<file path="config.mk">
export PLATFORM = sky130hd
export DESIGN_NAME = multi_edge_detector
export DESIGN_NICKNAME = d
export VERILOG_FILES = /design/src/rtl/edge_pkg.sv /design/src/rtl/edge_chan.sv /design/src/rtl/multi_edge_detector.sv
export SDC_FILE = /design/constraint.sdc
export NUM_CORES = 1
export LEC_CHECK = 0
export CAP_MARGIN = 20
export CORE_MARGIN = 2
export CORE_UTILIZATION = 51
export CTS_CLUSTER_SIZE = 12
export DETAILED_ROUTE_END_ITERATION = 12
export PLACE_DENSITY = 0.83
export SLEW_MARGIN = 20
export SYNTH_ARGS = -nofsm -noshare
export SYNTH_HDL_FRONTEND = slang
export SYNTH_SLANG_ARGS = --single-unit
</file>
<file path="constraint.sdc">
create_clock -name clk -period 5.7 [get_ports clk]
set_input_delay 0.855 -clock clk [delete_from_list [all_inputs] [get_ports clk]]
set_output_delay 0.855 -clock clk [all_outputs]
set_load 0.02 [all_outputs]
</file>
<file path="src/rtl/edge_pkg.sv">
// Shared mode encoding for the multi-channel edge detector.
// Channel i's mode field selects which filtered transitions become pulses.
package edge_pkg;

    typedef enum logic [1:0] {
        MODE_OFF  = 2'b00,
        MODE_RISE = 2'b01,
        MODE_FALL = 2'b10,
        MODE_BOTH = 2'b11
    } mode_e;

    function automatic logic rise_enabled(input mode_e m);
        return (m == MODE_RISE) || (m == MODE_BOTH);
    endfunction

    function automatic logic fall_enabled(input mode_e m);
        return (m == MODE_FALL) || (m == MODE_BOTH);
    endfunction

endpackage

</file>
<file path="src/rtl/edge_chan.sv">
// One detector channel: synchronizer chain, stability filter, and mode-masked
// edge pulses. The *_next_o outputs let the parent count events on the same edge.
module edge_chan
    import edge_pkg::*;
#(
    parameter int SYNC_STAGES = 2,
    parameter int FILTER_LEN  = 3
) (
    input  logic  clk,
    input  logic  rst_n,
    input  logic  sig_i,
    input  mode_e mode_i,
    output logic  level_o,
    output logic  rise_o,
    output logic  fall_o,
    output logic  rise_next_o,
    output logic  fall_next_o
);

    localparam int FCW = (FILTER_LEN > 1) ? $clog2(FILTER_LEN) : 1;
    localparam logic [FCW-1:0] FILT_LAST = FCW'(FILTER_LEN - 1);

    logic [SYNC_STAGES-1:0] sync_q;
    logic [FCW-1:0]         cnt_q, cnt_d;
    logic                   level_q, level_d;
    logic                   rise_q, rise_d;
    logic                   fall_q, fall_d;
    logic                   sync_val;

    assign sync_val = sync_q[SYNC_STAGES-1];

    // A level change is accepted only after FILTER_LEN consecutive mismatching cycles.
    always_comb begin
        cnt_d   = '0;
        level_d = level_q;
        if (sync_val != level_q) begin
            if (cnt_q == FILT_LAST) begin
                level_d = ~level_q;
            end else begin
                cnt_d = cnt_q + FCW'(1);
            end
        end
        rise_d = level_d & ~level_q & rise_enabled(mode_i);
        fall_d = ~level_d & level_q & fall_enabled(mode_i);
    end

    always_ff @(posedge clk or negedge rst_n) begin
        if (!rst_n) begin
            sync_q  <= '0;
            cnt_q   <= '0;
            level_q <= 1'b0;
            rise_q  <= 1'b0;
            fall_q  <= 1'b0;
        end else begin
            sync_q  <= {sync_q[SYNC_STAGES-2:0], sig_i};
            cnt_q   <= cnt_d;
            level_q <= level_d;
            rise_q  <= rise_d;
            fall_q  <= fall_d;
        end
    end

    assign level_o     = level_q;
    assign rise_o      = rise_q;
    assign fall_o      = fall_q;
    assign rise_next_o = rise_d;
    assign fall_next_o = fall_d;

endmodule

</file>
<file path="src/rtl/multi_edge_detector.sv">
// Multi-channel debounced edge detector with a saturating event counter and
// sticky per-channel interrupt flags.
module multi_edge_detector
    import edge_pkg::*;
#(
    parameter int WIDTH       = 4,
    parameter int SYNC_STAGES = 2,
    parameter int FILTER_LEN  = 3,
    parameter int CNT_W       = 8
) (
    input  logic                 clk,
    input  logic                 rst_n,
    input  logic [WIDTH-1:0]     in_sig,
    input  logic [2*WIDTH-1:0]   mode,
    input  logic [WIDTH-1:0]     irq_clr,
    input  logic                 clr_count,
    output logic [WIDTH-1:0]     rise_pulse,
    output logic [WIDTH-1:0]     fall_pulse,
    output logic [WIDTH-1:0]     level,
    output logic [CNT_W-1:0]     evt_count,
    output logic [WIDTH-1:0]     irq_status,
    output logic                 irq
);

    localparam int SW = CNT_W + $clog2(WIDTH + 1);

    logic [WIDTH-1:0] rise_next, fall_next, evt_next;
    logic [CNT_W-1:0] evt_count_q, evt_count_d;
    logic [WIDTH-1:0] irq_status_q, irq_status_d;
    logic [SW-1:0]    n_evt, sum;

    for (genvar g = 0; g < WIDTH; g++) begin : g_chan
        edge_chan #(
            .SYNC_STAGES (SYNC_STAGES),
            .FILTER_LEN  (FILTER_LEN)
        ) u_chan (
            .clk         (clk),
            .rst_n       (rst_n),
            .sig_i       (in_sig[g]),
            .mode_i      (mode_e'(mode[2*g +: 2])),
            .level_o     (level[g]),
            .rise_o      (rise_pulse[g]),
            .fall_o      (fall_pulse[g]),
            .rise_next_o (rise_next[g]),
            .fall_next_o (fall_next[g])
        );
    end

    assign evt_next = rise_next | fall_next;

    always_comb begin
        n_evt = '0;
        for (int i = 0; i < WIDTH; i++) begin
            n_evt = n_evt + SW'(evt_next[i]);
        end
        sum = SW'(evt_count_q) + n_evt;
        if (clr_count) begin
            evt_count_d = '0;
        end else if (sum > SW'({CNT_W{1'b1}})) begin
            evt_count_d = {CNT_W{1'b1}};
        end else begin
            evt_count_d = sum[CNT_W-1:0];
        end
        // A new event wins over a coincident clear strobe.
        irq_status_d = (irq_status_q & ~irq_clr) | evt_next;
    end

    always_ff @(posedge clk or negedge rst_n) begin
        if (!rst_n) begin
            evt_count_q  <= '0;
            irq_status_q <= '0;
        end else begin
            evt_count_q  <= evt_count_d;
            irq_status_q <= irq_status_d;
        end
    end

    assign evt_count  = evt_count_q;
    assign irq_status = irq_status_q;
    assign irq        = |irq_status_q;

endmodule
</file>
==> impl_metrics.py, run 1 <==
metrics = {
    "sta": {
        "slew_violations": 0,
        "rsz0062_at_grt": "no",
        "setup_viol": 0,
        "setup-tns-final_ns": 0,
        "fin_crit_ns": 3.43,
        "period_share": 0.603,
        "hold_viol": 0,
        "fmax_mhz": 291,
        "fin_skew_ns": 0.00793,
        "fin_ws_ns": 2.27,
        "worst_slew_pin_slew_ns": 0.850,
        "slew_headroom": 0.433,
    },
    "critical_path": {
        "arrival_ns": 3.68,
        "critical_path_class": "in -> reg",
        "worstReg2RegEnd": "evt_count[6]",
        "crit_path_end_kind": "flip-flop",
        "required_ns": 5.95,
        "reg2reg_slack_ns": 2.72,
        "reg2reg_from": "g_chan[0].u_chan.cnt_q[1]",
        "start_kind": "primary input",
        "critPathMaxFanout": 8,
        "reg2reg_depth": 8,
    },
    "drt": {
        "viasPerCell": 5.12,
        "vias": 1126,
        "dr.first_iter.drc_count": 45,
        "wl_per_cell_um": 13.5,
        "ant_nets": 0,
        "drc": 0,
        "wl_mm": 2.97,
        "first_pass_iters": 4,
    },
    "global_route": {
        "grt_pass1_vias": 1177,
        "grt_max_degree": 41,
        "antenna_found_initial": 0,
        "overflow": 0,
        "grt_pass1_wl_mm": 4.87,
        "grt_use_total": 0.178,
    },
    "floorplan": {
        "floorplan.initialDensity": 0.545,
        "core_mm2": 0.00313,
        "die_h_um": 61.8,
        "die_width_um": 61.8,
        "die_area_mm2": 0.00382,
        "ioPinCount": 44,
        "rows": 20,
    },
    "synth": {
        "yosys-top-cells-count": "dfrtp_1, buf_4, a21oi_1",
        "synth.cell_area_mm2": 0.00170,
        "yosysMostFrequentCell": "dfrtp_1",
        "netlist_instances": 139,
        "synth_area_leaders": "dfrtp_1, buf_4, fa_1",
        "synth.distinct_cells": 31,
        "synth-edff-count": 0,
        "avgSynthCellArea_um2": 12.3,
        "synth_area_leader_cell": "dfrtp_1",
        "ys_warn_count": 0,
        "synthArstFlopShare": 1.00,
        "synth_nets": 162,
        "ys.flop_type": "dfrtp_1",
        "synth_seq_area_share": 0.587,
        "ys_ff_latch": 40,
        "synth.top_cell.area_share": 0.587,
    },
    "layout": {
        "fill_cells": 235,
        "num_antenna_cells": 0,
        "drive_gt1_frac": 0.102,
        "fin_nets": 198,
        "area_growth_pct": 26.7,
    },
    "min_path": {
        "hold_path_depth": 0,
        "hold_path_end": "g_chan[0].u_chan.sync_q[1]",
        "hold_class": "reg -> reg",
        "min_from": "g_chan[0].u_chan.sync_q[0]",
    },
    "cts": {
        "clkTransAtPathRegs_ns": 0.11,
        "cts_setup_buffers": 0,
        "cts_tree": "done",
        "cts_root_buf": "clkbuf_4",
        "clock_latency_ns": 0.34,
        "postCtsResizedCells": 0,
        "cts_buffers": 5,
        "cts_sinks": 40,
        "cts_hold_buf": 0,
        "htreeDepth": 2,
        "clockBufferDepth": 2,
    },
    "power": {
        "total_power_mw": 0.797,
        "powerDensity_mw_per_mm2": 369,
        "max-vdd-ir-drop_mv": 0.214,
        "power.leakage_nw": 0.965,
    },
    "placement": {
        "portBuffers": 43,
        "place_congestion": 0.854,
        "hpwl_mm": 2.16,
        "post-place-ws_ns": 1.93,
    },
    "outcome": {
        "status": "complete, no violations",
    },
    "flow_run": {
        "maxCapViolCount": 0,
    },
}
[cells in the final DEF, fill, tap and decap left out, drive strengths merged, types with 2 or more instances in the layout]
| cell type | Yosys | layout |
|---|---|---|
| clkdlybuf4s50 | 0 | 42 |
| dfrtp | 40 | 40 |
| a21oi | 9 | 9 |
| nor2 | 8 | 8 |
| nor3 | 7 | 7 |
| inv | 7 | 7 |
| clkbuf | 0 | 6 |
| and2 | 5 | 5 |
| xnor2 | 4 | 4 |
| mux2 | 4 | 4 |
| and3b | 4 | 4 |
| o21ai | 4 | 4 |
| nand3b | 4 | 4 |
| nor3b | 4 | 4 |
| and4 | 4 | 4 |
| fa | 3 | 3 |
| nor2b | 2 | 2 |
| nand2b | 2 | 2 |
| nand4 | 2 | 2 |
| nand2 | 2 | 2 |
| o21bai | 2 | 2 |
| a311oi | 2 | 2 |
[per-stage QoR]
step / area [µm²] / hold slack, ns / util / instances
6_report: 2160 / 0.359 / 0.690 / 220
5_1_grt: 2160 / 0.371 / 0.690 / 220
4_1_cts: 2160 / 0.360 / 0.690 / 220
3_5_place_dp: 2080 / 0.335 / 0.666 / 212
3_3_place_gp: 2080 / 0.334 / 0.666 / 212
2_1_floorplan: 1700 / 0.331 / - / 139
[routing by layer]
layer	vias to the layer above	routed length [µm]	global-route usage
li1	537	-	-
met1	536	1300	0.226
met2	44	1410	0.287
met3	9	178	0.0393
met4	0	73	0.0912
met5	-	0	0
[power breakdown]
part	internal [mW]	switching [mW]
combinational	0.125	0.111
sequential	0.337	0.0433
clock	0.0920	0.0886
[worst max-delay path, cell delays in order]
cell and delay [ns]:
clkdlybuf4s50_1 0.45, and3b_1 0.16, o21ai_0 0.14, fa_1 0.54, inv_1 0.06, fa_1 0.47, fa_1 0.52, and4b_2 0.28
nor3_1 0.21
[kinds of logic (layout without fill, tap and decap cells)]
group | after synthesis | count (layout) | synth area share
fa+ha+maj | 4 | 4 | 0.0426
mux | 4 | 4 | 0.0264
flops | 40 | 40 | 0.587
buf+inv | 21 | 58 | 0.0749
xor+xnor | 5 | 5 | 0.0257
simple gates | 46 | 46 | 0.174
compound gates | 19 | 19 | 0.0690
[registers in the layout (all words and copies together) (netlist names)]
name / count
g_chan.u_chan.fall_o: 4
g_chan.u_chan.sync_q: 8
g_chan.u_chan.cnt_q: 8
g_chan.u_chan.level_o: 4
evt_count: 8
g_chan.u_chan.rise_o: 4
irq_status: 4
[how the worst max path moves through the flow]
stage / from / end / slack (ns) / cells after the start
floorplan: mode[0] / evt_count[2] / 2.59 / 10
global placement: mode[0] / evt_count[1] / 2.04 / 10
detailed placement: mode[0] / evt_count[6] / 1.93 / 9
CTS: mode[0] / evt_count[6] / 2.27 / 9
global route: mode[0] / evt_count[6] / 2.15 / 9
finish: mode[0] / evt_count[6] / 2.27 / 9
[layout make-up]
cell class                      instances  area, µm²  share of cell area
Clock buffer                            6       41.3              0.0191
Tap cell                               44       55.1              0.0255
Timing Repair Buffer                   43        425               0.197
Multi-Input combinational cell         78        576               0.267
Clock inverter                          2       35.0              0.0162
Inverter                                7       26.3              0.0122
Sequential cell                        40       1000               0.463
Note: power is estimated with default switching activity, not from simulation.
==> inputs of run 2 (changes only) <==
CORE_UTILIZATION = 43   (was 51)
PLACE_DENSITY = 0.75   (was 0.83)
clock period = 2.97 ns   (was 5.7 ns; I/O delays follow)
==> run 2 against run 1 <==
  * Sequential cell count is the same
  * Design area grew 3.8%
  * Routed wire length grew 4.0%
  * Core utilization shrank 9.1 points
  * Combinational power grew 100%
  * Sequential share of layout area shrank 1.7 points
  * Clock-buffer cell count shrank 1
  * Global-route usage shrank 1.9 points
  * Non-clock buffer count grew 5
  * Clock skew shrank 0.0029 ns
  * Critical path type unchanged
  * Largest power group unchanged
  * Highest routed layer unchanged
==> impl_metrics.py, run 2 (same netlist as run 1, synthesis figures left out) <==
metrics = {
    "outcome": {
        "status": "complete, no violations",
    },
    "placement": {
        "post-place-ws_ns": -0.401,
        "dp.cells": 220,
        "place_congestion": 0.874,
        "portBuffers": 43,
        "hpwl_mm": 2.30,
        "dpl_cell_area_mm2": 0.00212,
    },
    "power": {
        "max-vdd-ir-drop_mv": 0.369,
        "switching_power_mw": 0.481,
        "pwr-share-seq": 0.445,
        "power.leakage_nw": 0.996,
        "p_int_mw": 1.15,
        "powerDensity_mw_per_mm2": 727,
        "total_power_mw": 1.63,
        "clockPowerShare": 0.265,
        "power_frac_comb": 0.290,
        "swShare": 0.295,
    },
    "sta": {
        "setup-tns-final_ns": 0,
        "slew_violations": 0,
        "worst_slew_pin_slew_ns": 0.845,
        "fmax_mhz": 355,
        "slew_headroom": 0.436,
        "fin_skew_ns": 0.00504,
        "fin_crit_ns": 2.82,
        "hold_ws_ns": 0.258,
        "rsz0062_at_grt": "no",
        "setup_viol": 0,
        "fin_ws_ns": 0.150,
        "period_share": 0.950,
        "hold_viol": 0,
    },
    "floorplan": {
        "die_width_um": 67.0,
        "floorplan.initialDensity": 0.455,
        "die_h_um": 67.0,
        "rows": 22,
        "die_area_mm2": 0.00448,
        "core_mm2": 0.00374,
        "ioPinCount": 44,
    },
    "layout": {
        "fill_cells": 310,
        "num_antenna_cells": 0,
        "finish.instance_area_mm2": 0.00224,
        "fin_nets": 203,
        "multi_input_area_um2": 581,
        "final_common_cell": "clkdlybuf4s50_1",
        "utilization": 0.599,
        "seq_area_mm2": 0.00100,
        "drive_gt1_frac": 0.144,
        "stdcell_count": 229,
        "area_growth_pct": 31.6,
        "layout_common_cells": "clkdlybuf4s50_1, dfrtp_1, a21oi_1",
    },
    "drt": {
        "first_pass_iters": 4,
        "ant_nets": 0,
        "vias": 1154,
        "viasPerCell": 5.04,
        "wl_per_cell_um": 13.5,
        "dr.first_iter.drc_count": 49,
        "drc": 0,
        "wl_mm": 3.09,
    },
    "cts": {
        "clockBufferDepth": 2,
        "clock_latency_ns": 0.29,
        "cts_root_buf": "clkbuf_8",
        "cts_sinks": 40,
        "cts_buffers": 5,
        "clkTransAtPathRegs_ns": 0.08,
        "cts_tree": "done",
        "htreeDepth": 2,
    },
    "global_route": {
        "antenna_found_initial": 0,
        "overflow": 0,
        "grt_pass1_vias": 1122,
        "grt_max_degree": 41,
        "grt_use_total": 0.159,
        "grt_pass1_wl_mm": 5.11,
    },
    "flow_run": {
        "maxCapViolCount": 0,
    },
    "critical_path": {
        "crit_cells": 10,
        "critPathMaxFanout": 8,
        "cpMostUsedCell": "fa_2",
        "reg2reg_depth": 9,
        "crit_chain": "clkdlybuf4s50_1, and3b_1, o21ai_1, fa_1, inv_1, fa_2, fa_2, and4_4, a21oi_1, nor2_1",
        "critical_path.top_delay_family": "adder cells",
        "crit_path_end_kind": "flip-flop",
        "cp_slowest_cell": "fa_1",
        "crit_buf_inv": 2,
        "arrival_ns": 2.98,
        "worstReg2RegEnd": "evt_count[1]",
        "reg2reg_slack_ns": 0.27,
        "cp_slowest_stage_delay_ns": 0.51,
        "critical_path_class": "in -> reg",
        "required_ns": 3.13,
        "start_kind": "primary input",
        "reg2reg_from": "g_chan[0].u_chan.level_o",
    },
    "min_path": {
        "hold_class": "in -> async",
    },
}
-- run 2: changes by cell type in the layout (fill, tap and decap cells not counted), sizes merged --
cell,change
clkbuf,-1
buf,+5
clkinvlp,+1
-- run 2: what timing repair did --
item	in CTS	in global routing
endpoints found under the setup margin	7	7
pin swaps	0	1
setup buffers	0	1
hold buffers	0	0
gates resized for setup	1	3
-- run 2: final cells by class --
cell class	instances	area share
sequential	40	0.446
multi-input combinational	78	0.259
timing repair buffer	48	0.206
clock buffer	5	0.0307
tap	48	0.0268
clock inverter	3	0.0190
inverter	7	0.0117
-- run 2: how the worst max path moves through the flow --
stage / start / endpoint
floorplan: g_chan[0].u_chan.level_o / evt_count[2]
global placement: mode[0] / evt_count[2]
detailed placement: mode[0] / evt_count[1]
CTS: mode[0] / evt_count[1]
global route: mode[0] / evt_count[6]
finish: mode[0] / evt_count[1]
-- run 2: layer usage --
metal / share of wire / GRT usage / vias to the layer above
met3: 0.067 / 0.0625 / 5
li1: - / - / 550
met1: 0.42 / 0.189 / 551
met5: 0 / 0 / -
met2: 0.49 / 0.261 / 48
met4: 0.015 / 0.0587 / 0
-- run 2: power by group through the flow --
stage / Sequential [mW] / Combinational [mW] / Clock [mW]
final: 0.725 / 0.472 / 0.432
after global routing: 0.744 / 0.517 / 0.476
after detailed placement: 0.738 / 0.473 / 0
after CTS: 0.726 / 0.478 / 0.446
after global placement: 0.729 / 0.466 / 0
after floorplan: 0.742 / 0.298 / 0
==> inputs of run 3 (changes only) <==
CORE_UTILIZATION = 45   (was 43)
CTS_BUF_LIST = sky130_fd_sc_hd__clkbuf_8   (was unset)
PLACE_DENSITY = 0.78   (was 0.75)
SLEW_MARGIN = unset   (was 20)
==> run 3 against run 2 <==
  * Register-to-register slack about the same
  * Sequential cell count unchanged
  * Core utilization up 1.0 points
  * Largest cell class unchanged
  * Largest power group unchanged
==> impl_metrics.py, run 3 (same netlist as run 1, synthesis figures left out) <==
metrics = {
    "global_route": {
        "grt_max_degree": 41,
        "overflow": 0,
        "grt_use_total": 0.157,
        "grt_pass1_vias": 1141,
        "antenna_found_initial": 0,
        "grt_pass1_wl_mm": 5.10,
    },
    "sta": {
        "slew_violations": 0,
        "fin_skew_ns": 0.00521,
        "fin_crit_ns": 2.81,
        "slew_headroom": 0.445,
        "fmax_mhz": 356,
        "hold_viol": 0,
        "setup-tns-final_ns": 0,
        "period_share": 0.946,
        "setup_viol": 0,
        "worst_slew_pin_slew_ns": 0.833,
        "rsz0062_at_grt": "no",
    },
    "drt": {
        "wl_mm": 2.93,
        "vias": 1132,
        "viasPerCell": 4.96,
        "wl_per_cell_um": 12.8,
        "drc": 0,
        "first_pass_iters": 4,
        "ant_nets": 0,
        "dr.first_iter.drc_count": 39,
    },
    "power": {
        "power_frac_comb": 0.291,
        "p_int_mw": 1.15,
        "power.leakage_nw": 0.997,
        "clockPowerShare": 0.259,
        "powerDensity_mw_per_mm2": 724,
        "pwr-share-seq": 0.450,
        "max-vdd-ir-drop_mv": 0.323,
        "switching_power_mw": 0.469,
        "swShare": 0.291,
        "total_power_mw": 1.62,
    },
    "critical_path": {
        "cp_slowest_cell": "fa_1",
        "critical_path.top_delay_family": "adder cells",
        "cp_slowest_stage_delay_ns": 0.51,
        "crit_chain": "clkdlybuf4s50_1, and3b_1, o21ai_1, fa_1, inv_1, fa_2, fa_2, and4_4, a21oi_1, nor2_1",
        "critical_path_class": "in -> reg",
        "arrival_ns": 2.97,
        "crit_path_end_kind": "flip-flop",
        "cpMostUsedCell": "fa_2",
        "critPathMaxFanout": 7,
        "start_kind": "primary input",
        "crit_buf_inv": 2,
        "required_ns": 3.13,
    },
    "cts": {
        "cts_sinks": 40,
        "htreeDepth": 2,
        "cts_hold_buf": 0,
        "cts_root_buf": "clkbuf_8",
        "clockBufferDepth": 2,
        "cts_tree": "done",
        "cts_buffers": 5,
        "clkTransAtPathRegs_ns": 0.07,
        "clock_latency_ns": 0.29,
    },
    "layout": {
        "final_common_cell": "clkdlybuf4s50_1",
        "area_growth_pct": 30.9,
        "num_antenna_cells": 0,
        "utilization": 0.609,
        "drive_gt1_frac": 0.133,
        "layout_common_cells": "clkdlybuf4s50_1, dfrtp_1, a21oi_1",
        "stdcell_count": 228,
        "fill_cells": 286,
        "fin_nets": 202,
        "finish.instance_area_mm2": 0.00223,
    },
    "floorplan": {
        "floorplan.initialDensity": 0.465,
        "die_h_um": 65.5,
        "die_area_mm2": 0.00430,
        "die_width_um": 65.5,
        "core_mm2": 0.00366,
        "rows": 22,
        "ioPinCount": 44,
    },
    "placement": {
        "hpwl_mm": 2.18,
        "portBuffers": 43,
        "dp.cells": 219,
        "dpl_cell_area_mm2": 0.00211,
        "place_congestion": 0.863,
    },
    "min_path": {
        "hold_class": "in -> async",
    },
    "flow_run": {
        "maxCapViolCount": 0,
    },
    "outcome": {
        "status": "complete, no violations",
    },
}
[run 3: cell types whose count changed in the layout (fill, tap and decap cells not counted)]
cell	before	now
inv_1	7	8
buf_4	5	4
clkinvlp_4	1	0
[run 3: repair_timing]
item | in CTS | in global routing
buffers inserted | 0 | 1
endpoints found under the setup margin | 7 | 7
gates resized for setup | 1 | 3
pin swaps | 0 | 1
[run 3: power by group through the flow]
stage / combinational [mW] / clock [mW] / sequential [mW]
floorplan: 0.298 / 0 / 0.742
global placement: 0.464 / 0 / 0.728
detailed placement: 0.473 / 0 / 0.737
CTS: 0.478 / 0.434 / 0.726
global route: 0.518 / 0.461 / 0.744
finish: 0.470 / 0.418 / 0.727
[run 3: final timing paths]
kind	slack, ns	end	startpoint	cells past startpoint
min in group clk	0.35	g_chan[0].u_chan.sync_q[1]	g_chan[0].u_chan.sync_q[0]	0
max in group asynchronous	2.19	g_chan[0].u_chan.cnt_q[0]	rst_n	1
worst min register to register	0.35	g_chan[0].u_chan.sync_q[1]	g_chan[0].u_chan.sync_q[0]	0
worst min-delay path	0.25	g_chan[3].u_chan.rise_o	rst_n	1
worst max register to register	0.28	evt_count[2]	g_chan[0].u_chan.level_o	9
worst max-delay path	0.16	evt_count[2]	mode[0]	10
[run 3: final cells by class]
cell class	instances	area, µm²	share of cell area
flip-flops and latches	40	1000	0.449
multi-input cells	78	581	0.260
repair buffers	47	455	0.204
clock buffers	5	68.8	0.0308
well taps	48	60.1	0.0269
clock inverters	3	38.8	0.0174
inverters	7	26.3	0.0118
[run 3: metal layers]
metal | GRT usage | routed length (µm) | vias up
met1 | 0.210 | 1340 | 550
met3 | 0.0308 | 166 | 3
met2 | 0.253 | 1380 | 35
li1 | - | - | 544
met4 | 0.0625 | 40 | 0
met5 | 0 | 0 | -
[run 3: through the flow]
| step | hold WS [ns] | worst slack, ns |
|---|---|---|
| 2_1_floorplan | 0.150 | 0.260 |
| 3_3_place_gp | 0.333 | -0.297 |
| 3_5_place_dp | 0.341 | -0.373 |
| 4_1_cts | 0.283 | 0.0589 |
| 5_1_grt | 0.328 | 0.0291 |
| 6_report | 0.255 | 0.161 |
